**config.mk**
```make
export PLATFORM = sky130hd
export DESIGN_NAME = theta_mix
export DESIGN_NICKNAME = d
export VERILOG_FILES = /design/src/rtl/theta_mix.sv
export SDC_FILE = /design/constraint.sdc
export NUM_CORES = 1
export LEC_CHECK = 0
export CORE_AREA = 2 2 62 64
export DETAILED_ROUTE_END_ITERATION = 7
export DIE_AREA = 0 0 64 66
export PLACE_DENSITY = 0.89
export RECOVER_POWER = 50
export SETUP_SLACK_MARGIN = 0.15
export SLEW_MARGIN = 25
export SYNTH_ARGS = -nofsm -noshare
export SYNTH_HDL_FRONTEND = slang
export SYNTH_SLANG_ARGS = --single-unit
```
**constraint.sdc**
```tcl
create_clock -name clk -period 2.17 [get_ports clk]
set_clock_uncertainty 0.15 [all_clocks]
set_input_delay 0.434 -clock clk [delete_from_list [all_inputs] [get_ports clk]]
set_output_delay 0.434 -clock clk [all_outputs]
set_load 0.05 [all_outputs]
```
**src/rtl/theta_mix.sv**
```systemverilog
// theta_mix: Keccak theta second half, one 25-bit slice written per cycle after a start handshake.
// Optional THETA_MIX_OUTREG_EN registers the write port and adds a FLUSH state.
module theta_mix #(
    parameter int SLICES = 64,
    parameter int AW     = 6
) (
    input  logic          clk,
    input  logic          rst,
    input  logic          start,
    output logic          ready,
    output logic [AW-1:0] par_addr,
    input  logic [4:0]    par_data,
    output logic [AW-1:0] st_addr,
    input  logic [24:0]   st_data,
    output logic          wr_en,
    output logic [AW-1:0] wr_addr,
    output logic [24:0]   wr_data
);

`ifdef THETA_MIX_OUTREG_EN
    typedef enum logic [2:0] {S_IDLE = 3'd0, S_WAIT = 3'd1, S_PRE = 3'd2, S_RUN = 3'd3,
                              S_FLUSH = 3'd4} state_t;
`else
    typedef enum logic [2:0] {S_IDLE = 3'd0, S_WAIT = 3'd1, S_PRE = 3'd2, S_RUN = 3'd3} state_t;
`endif

    localparam logic [AW-1:0] LAST = AW'(SLICES - 1);

    state_t          state, state_nxt;
    logic [AW-1:0]   cnt;
    logic [4:0]      prev;
    logic [4:0]      d;
    logic            wr_en_c;
    logic [AW-1:0]   wr_addr_c;
    logic [24:0]     wr_data_c;

    always_ff @(posedge clk or posedge rst) begin
        if (rst) begin
            state <= S_IDLE;
            cnt   <= '0;
            prev  <= '0;
        end else begin
            state <= state_nxt;
            if (state == S_PRE) begin
                prev <= par_data;
                cnt  <= '0;
            end else if (state == S_RUN) begin
                prev <= par_data;
                cnt  <= cnt + 1'b1;
            end
        end
    end

    // D[x] = C[x-1][z] ^ C[x+1][z-1]; prev carries C[.][z-1]
    always_comb begin
        d = '0;
        for (int x = 0; x < 5; x++)
            d[x] = par_data[(x + 4) % 5] ^ prev[(x + 1) % 5];
    end

    always_comb begin
        state_nxt = state;
        ready     = 1'b0;
        par_addr  = '0;
        st_addr   = '0;
        wr_en_c   = 1'b0;
        wr_addr_c = '0;
        wr_data_c = '0;
        case (state)
            S_IDLE: begin
                ready = 1'b1;
                if (start) state_nxt = S_WAIT;
            end
            S_WAIT: begin
                if (!start) state_nxt = S_PRE;
            end
            S_PRE: begin
                par_addr  = LAST;
                state_nxt = S_RUN;
            end
            S_RUN: begin
                par_addr  = cnt;
                st_addr   = cnt;
                wr_en_c   = 1'b1;
                wr_addr_c = cnt;
                wr_data_c = st_data ^ {5{d}};
                if (cnt == LAST) begin
`ifdef THETA_MIX_OUTREG_EN
                    state_nxt = S_FLUSH;
`else
                    state_nxt = S_IDLE;
`endif
                end
            end
`ifdef THETA_MIX_OUTREG_EN
            S_FLUSH: state_nxt = S_IDLE;
`endif
            default: state_nxt = S_IDLE;
        endcase
    end

`ifdef THETA_MIX_OUTREG_EN
    always_ff @(posedge clk or posedge rst) begin
        if (rst) begin
            wr_en   <= 1'b0;
            wr_addr <= '0;
            wr_data <= '0;
        end else begin
            wr_en   <= wr_en_c;
            wr_addr <= wr_addr_c;
            wr_data <= wr_data_c;
        end
    end
`else
    assign wr_en   = wr_en_c;
    assign wr_addr = wr_addr_c;
    assign wr_data = wr_data_c;
`endif

endmodule

```
* After elaboration in Yosys (flattened, before gate mapping)
Index checks and enable logic that the tools add are counted.
** Operators by class
- Add/sub/neg operators :: 1
- Equality and inequality tests :: 7
- Muxes and demuxes :: 13
- Bitwise logic cells :: 6
- Reductions and logical operators :: 3
** Operator list (number)
- 2-to-1 mux 25 bit :: 1
- bitwise XOR 25 bit :: 1
- 2-to-1 mux 6 bit :: 3
- one-hot mux 3 bit (4 select lines) :: 1
- one-hot mux 6 bit (2 select lines) :: 1
- 2-to-1 mux 5 bit :: 2
- 2-to-1 mux 3 bit :: 3
- adder 6 x 1 -> 6 bit, second input constant :: 1
- equality test 3 x 2 -> 1 bit, second input constant :: 2
- equality test 6 bit, second input constant :: 1
- bitwise XOR 1 bit :: 5
- inequality test 2 bit, second input constant :: 2
- equality test 3 x 1 -> 1 bit, second input constant :: 1
- zero test 3 bit :: 1
- AND reduction 3 bit :: 1
- 2-to-1 mux 1 bit :: 2
- inequality test 2 x 1 -> 1 bit, second input constant :: 1
- nonzero test 2 bit :: 1
** Storage, ports and cells
- Flip-flop bits (word level) :: 14
- Bits of input ports :: 33
- Output and inout bits :: 45
- Logic and storage cells :: 33

* Logic depth before layout (Yosys ltp)
Gate-level depths: netlist (run 1).
- Depth after elaboration :: 3
- Gate-level depth with buffers :: 6
- Mapped depth without buffers :: 5

* Worst setup path before layout (run 1)
No wires, ideal clock.
- Path type :: register to output
- Start point :: reg state[1]
- End point :: out par_addr[5]
- Arrival :: 1.990 ns
- Slack :: -0.404 ns
- Stages on the path, launching flop included :: 5
- Path buffers :: 1
- Cells stage by stage :: dfrtp_1 > ha_1 > buf_4 > and2_1 > or2_2
** On the way
- Longest elaborated chain between the ends :: 2
- Elaborated cells on any way between the ends :: 3
- Those cells by class :: eq/ne: 2; mux: 1
** Ends and longest elaborated chain
- start: declaration :: line 29 : state_t state, state_nxt;
- start signal: assignment :: line 43 : state <= state_nxt;
- equality test 3 x 2 -> 1 bit :: line 69 : case (state)
- one-hot mux 6 bit (2 select lines) * :: line 69
- end: declaration :: line 11 : output logic [AW-1:0] par_addr,
Every way passes the cells marked *; elsewhere a longest branch is shown, timed or not.

* Final worst setup path (run 1)
- Start point :: reg prev[4]
- End point :: out wr_data[3]
** On the way
- Longest elaborated chain between the ends :: 3
** Ends and longest elaborated chain
- start: declaration :: line 31 : logic [4:0] prev;
- start signal: assignment :: line 45 : prev <= par_data;
- start signal: assignment :: line 48 : prev <= par_data;
- bitwise XOR 1 bit :: line 58 : d[x] = par_data[(x + 4) % 5] ^ prev[(x + 1) % 5];
- bitwise XOR 25 bit :: line 86 : wr_data_c = st_data ^ {5{d}};
- 2-to-1 mux 25 bit :: line 69
- end: declaration :: line 17 : output logic [24:0] wr_data
Every way passes these cells.

==> results of run 1 <==
-- flip-flops by register name (all words and copies together) (netlist names) --
register,count
state,2
prev,5
cnt,6
-- worst paths after layout --
path,depth (start not counted),to,slack [ns]
setup / recovery,5,wr_data[3],0.06
hold / removal,2,prev[1],0.39
setup reg to reg,6,state[1],0.13
hold reg to reg,1,prev[3],0.43
max in group asynchronous,2,state[1],1.06
min in group asynchronous,2,prev[3],0.46
-- placed cells by master (no fill, tap or decap), types with 5 or more instances in the layout --
cell,netlist,routed
and2_4,0,27
buf_12,0,38
buf_4,8,11
buf_6,0,6
clkbuf_2,0,7
clkdlybuf4s50_1,0,26
dfrtp_1,13,12
mux2_2,5,5
nor2_1,6,6
or2_4,0,6
xor2_1,28,20
xor2_2,5,13
-- repair_timing --
item	in CTS	in global routing
gates resized for setup	49	12
setup buffers	8	2
endpoints found under the setup margin	48	32
pin swaps	18	7
cloned	0	0
-- cell type report --
| type | count | area (um2) | area share |
|---|---|---|---|
| clock buffers | 4 | 26.3 | 0.00971 |
| inverters | 3 | 11.3 | 0.00416 |
| multi-input cells | 103 | 1010 | 0.373 |
| flip-flops and latches | 13 | 327 | 0.121 |
| well taps | 48 | 60.1 | 0.0222 |
| repair buffers | 94 | 1270 | 0.470 |
-- worst max-delay path, cell delays in order, from the launching register on --
cell and delay (ns):
dfrtp_1 0.41, xor2_2 0.18, buf_4 0.16, xor2_1 0.16, and2_1 0.20, buf_12 0.15
-- per-layer routing --
layer,wire (um),track usage,up-vias,part of all wire
met1,1670,0.229,592,0.37
met2,2420,0.380,50,0.54
met5,0,0,-,0
li1,-,-,563,-
met3,206,0.0409,16,0.046
met4,179,0.106,0,0.040
-- power by group --
group          switching [mW]  internal, mW
sequential             0.0981         0.334
combinational            1.93          1.91
clock                  0.0782        0.0712
-- stage by stage --
stage / setup slack (ns) / setup TNS, ns
finish: 0.0571 / 0
global route: -0.0333 / -0.0333
CTS: 0.0865 / 0
detailed placement: -0.213 / -4.12
global placement: -0.140 / -3.07
floorplan: 0.120 / 0
-- cell families after synthesis --
family | Yosys count
compound gates | 5
xor+xnor | 34
fa+ha+maj | 6
buf+inv | 14
flops | 13
mux | 9
simple gates | 49
==> results.cfg, run 1 <==
[status]
status = completed

[final_layout]
area_growth_pct = 116
fin_area_mm2 = 0.00271
final_core_util = 0.762
finalNetCount = 257
final_layout_size_suffix_gt1_frac = 0.590
n_antenna_cell = 0
nFillCells = 195
finalNonFillerCells = 265

[floorplan]
rows = 22
core_mm2 = 0.00355
die_h_um = 66
dieArea_mm2 = 0.00422
start_util = 0.352
dieWidth_um = 64
boundaryPins = 78

[drt]
wire_per_inst_um = 16.9
drtPass1Iterations = 4
routed_wl_um = 4480
drcViolationCount = 0
drtAntennaViolNets = 0
vias = 1221
viasPerCell = 4.61
drt_iter0_drc = 22

[logic_synthesis]
synth_compound_area_frac = 0.0300
synth_area_per_cell_um2 = 9.61
synth_edf_count = 0
synth_xor_area_frac = 0.268
synthCells = 130
synth_nets = 169
yosysSeqAreaShare = 0.260
synthTopCellsByArea = dfrtp_1, xor2_1, and2_1, xor2_2, ha_1
synth_common_cells = and2_1, xor2_1, dfrtp_1, buf_4
yosysMostFrequentCell = and2_1
syn-cell-area_mm2 = 0.00125
synth_area_leader_cell = dfrtp_1
synth-async-reset-ratio = 1.00
synthFlopType = dfrtp_1
ys_types = 25
synth-simple-area-share = 0.233
synth_warnings = 0
synthAdderAreaFrac = 0.0601
synth_top_area_frac = 0.260
synth_seq_cells = 13
synth_mux_area_frac = 0.0821
synth_top_family_by_area = XOR/XNOR gates

[power]
power_mw = 4.43
leakage_nw = 1.20
ir_drop_mv = 0.832
pwr_density_cell_mw_per_mm2 = 1640

[setup_path]
crit_path_end_kind = primary output
r2r-start = state[1]
startpoint = prev[4]
cp-start-kind = flip-flop
worstPathArrival_ns = 1.53
required_ns = 1.59
crit_fanout = 2
path_class = reg2out

[timing]
max_freq_mhz = 473
drv_slew = 0
slew_headroom = 0.675
worst_pin_slew_ns = 0.487
rsz0062_at_grt = true
setup_viol = 0
period_needed_ns = 2.11
fin_crit_sh = 0.974
timing.hold.ws_ns = 0.391
finalHoldViolations = 0

[placed_design]
dp_hpwl_um = 3190
routabilityCongestion = 0.793
dp.cells = 251
placed_cell_area_mm2 = 0.00257
port_buffers = 77

[clock_tree]
cts_max_level = 1
clkTransAtPathRegs_ns = 0.08
cts_buffer_depth = 2
postCtsHoldBufs = 0
clk_latency_ns = 0.27
cts_sinks = 13
cts_tree = yes
cts-buffers-inserted = 3
root_buffer = clkbuf_4

[global_routing]
grt_pass1_wl_um = 6740
grt.total_usage = 0.209
grt_max_degree = 22
antenna_found_initial = 0
grt_pass1_vias = 1331
gr-total-overflow = 0

[min_path]
worstHoldStart = par_data[1]
hp-class = in2reg

[job]
cap_violations = 0
Power figures use the tool's default switching activity.
==> run 2: changes to the inputs <==
CAP_MARGIN = 20   (was unset)
GPL_ROUTABILITY_DRIVEN = 0   (was unset)
==> results of run 2 <==
Same layout as run 1: the final DEF is identical, and so are final timing and power.
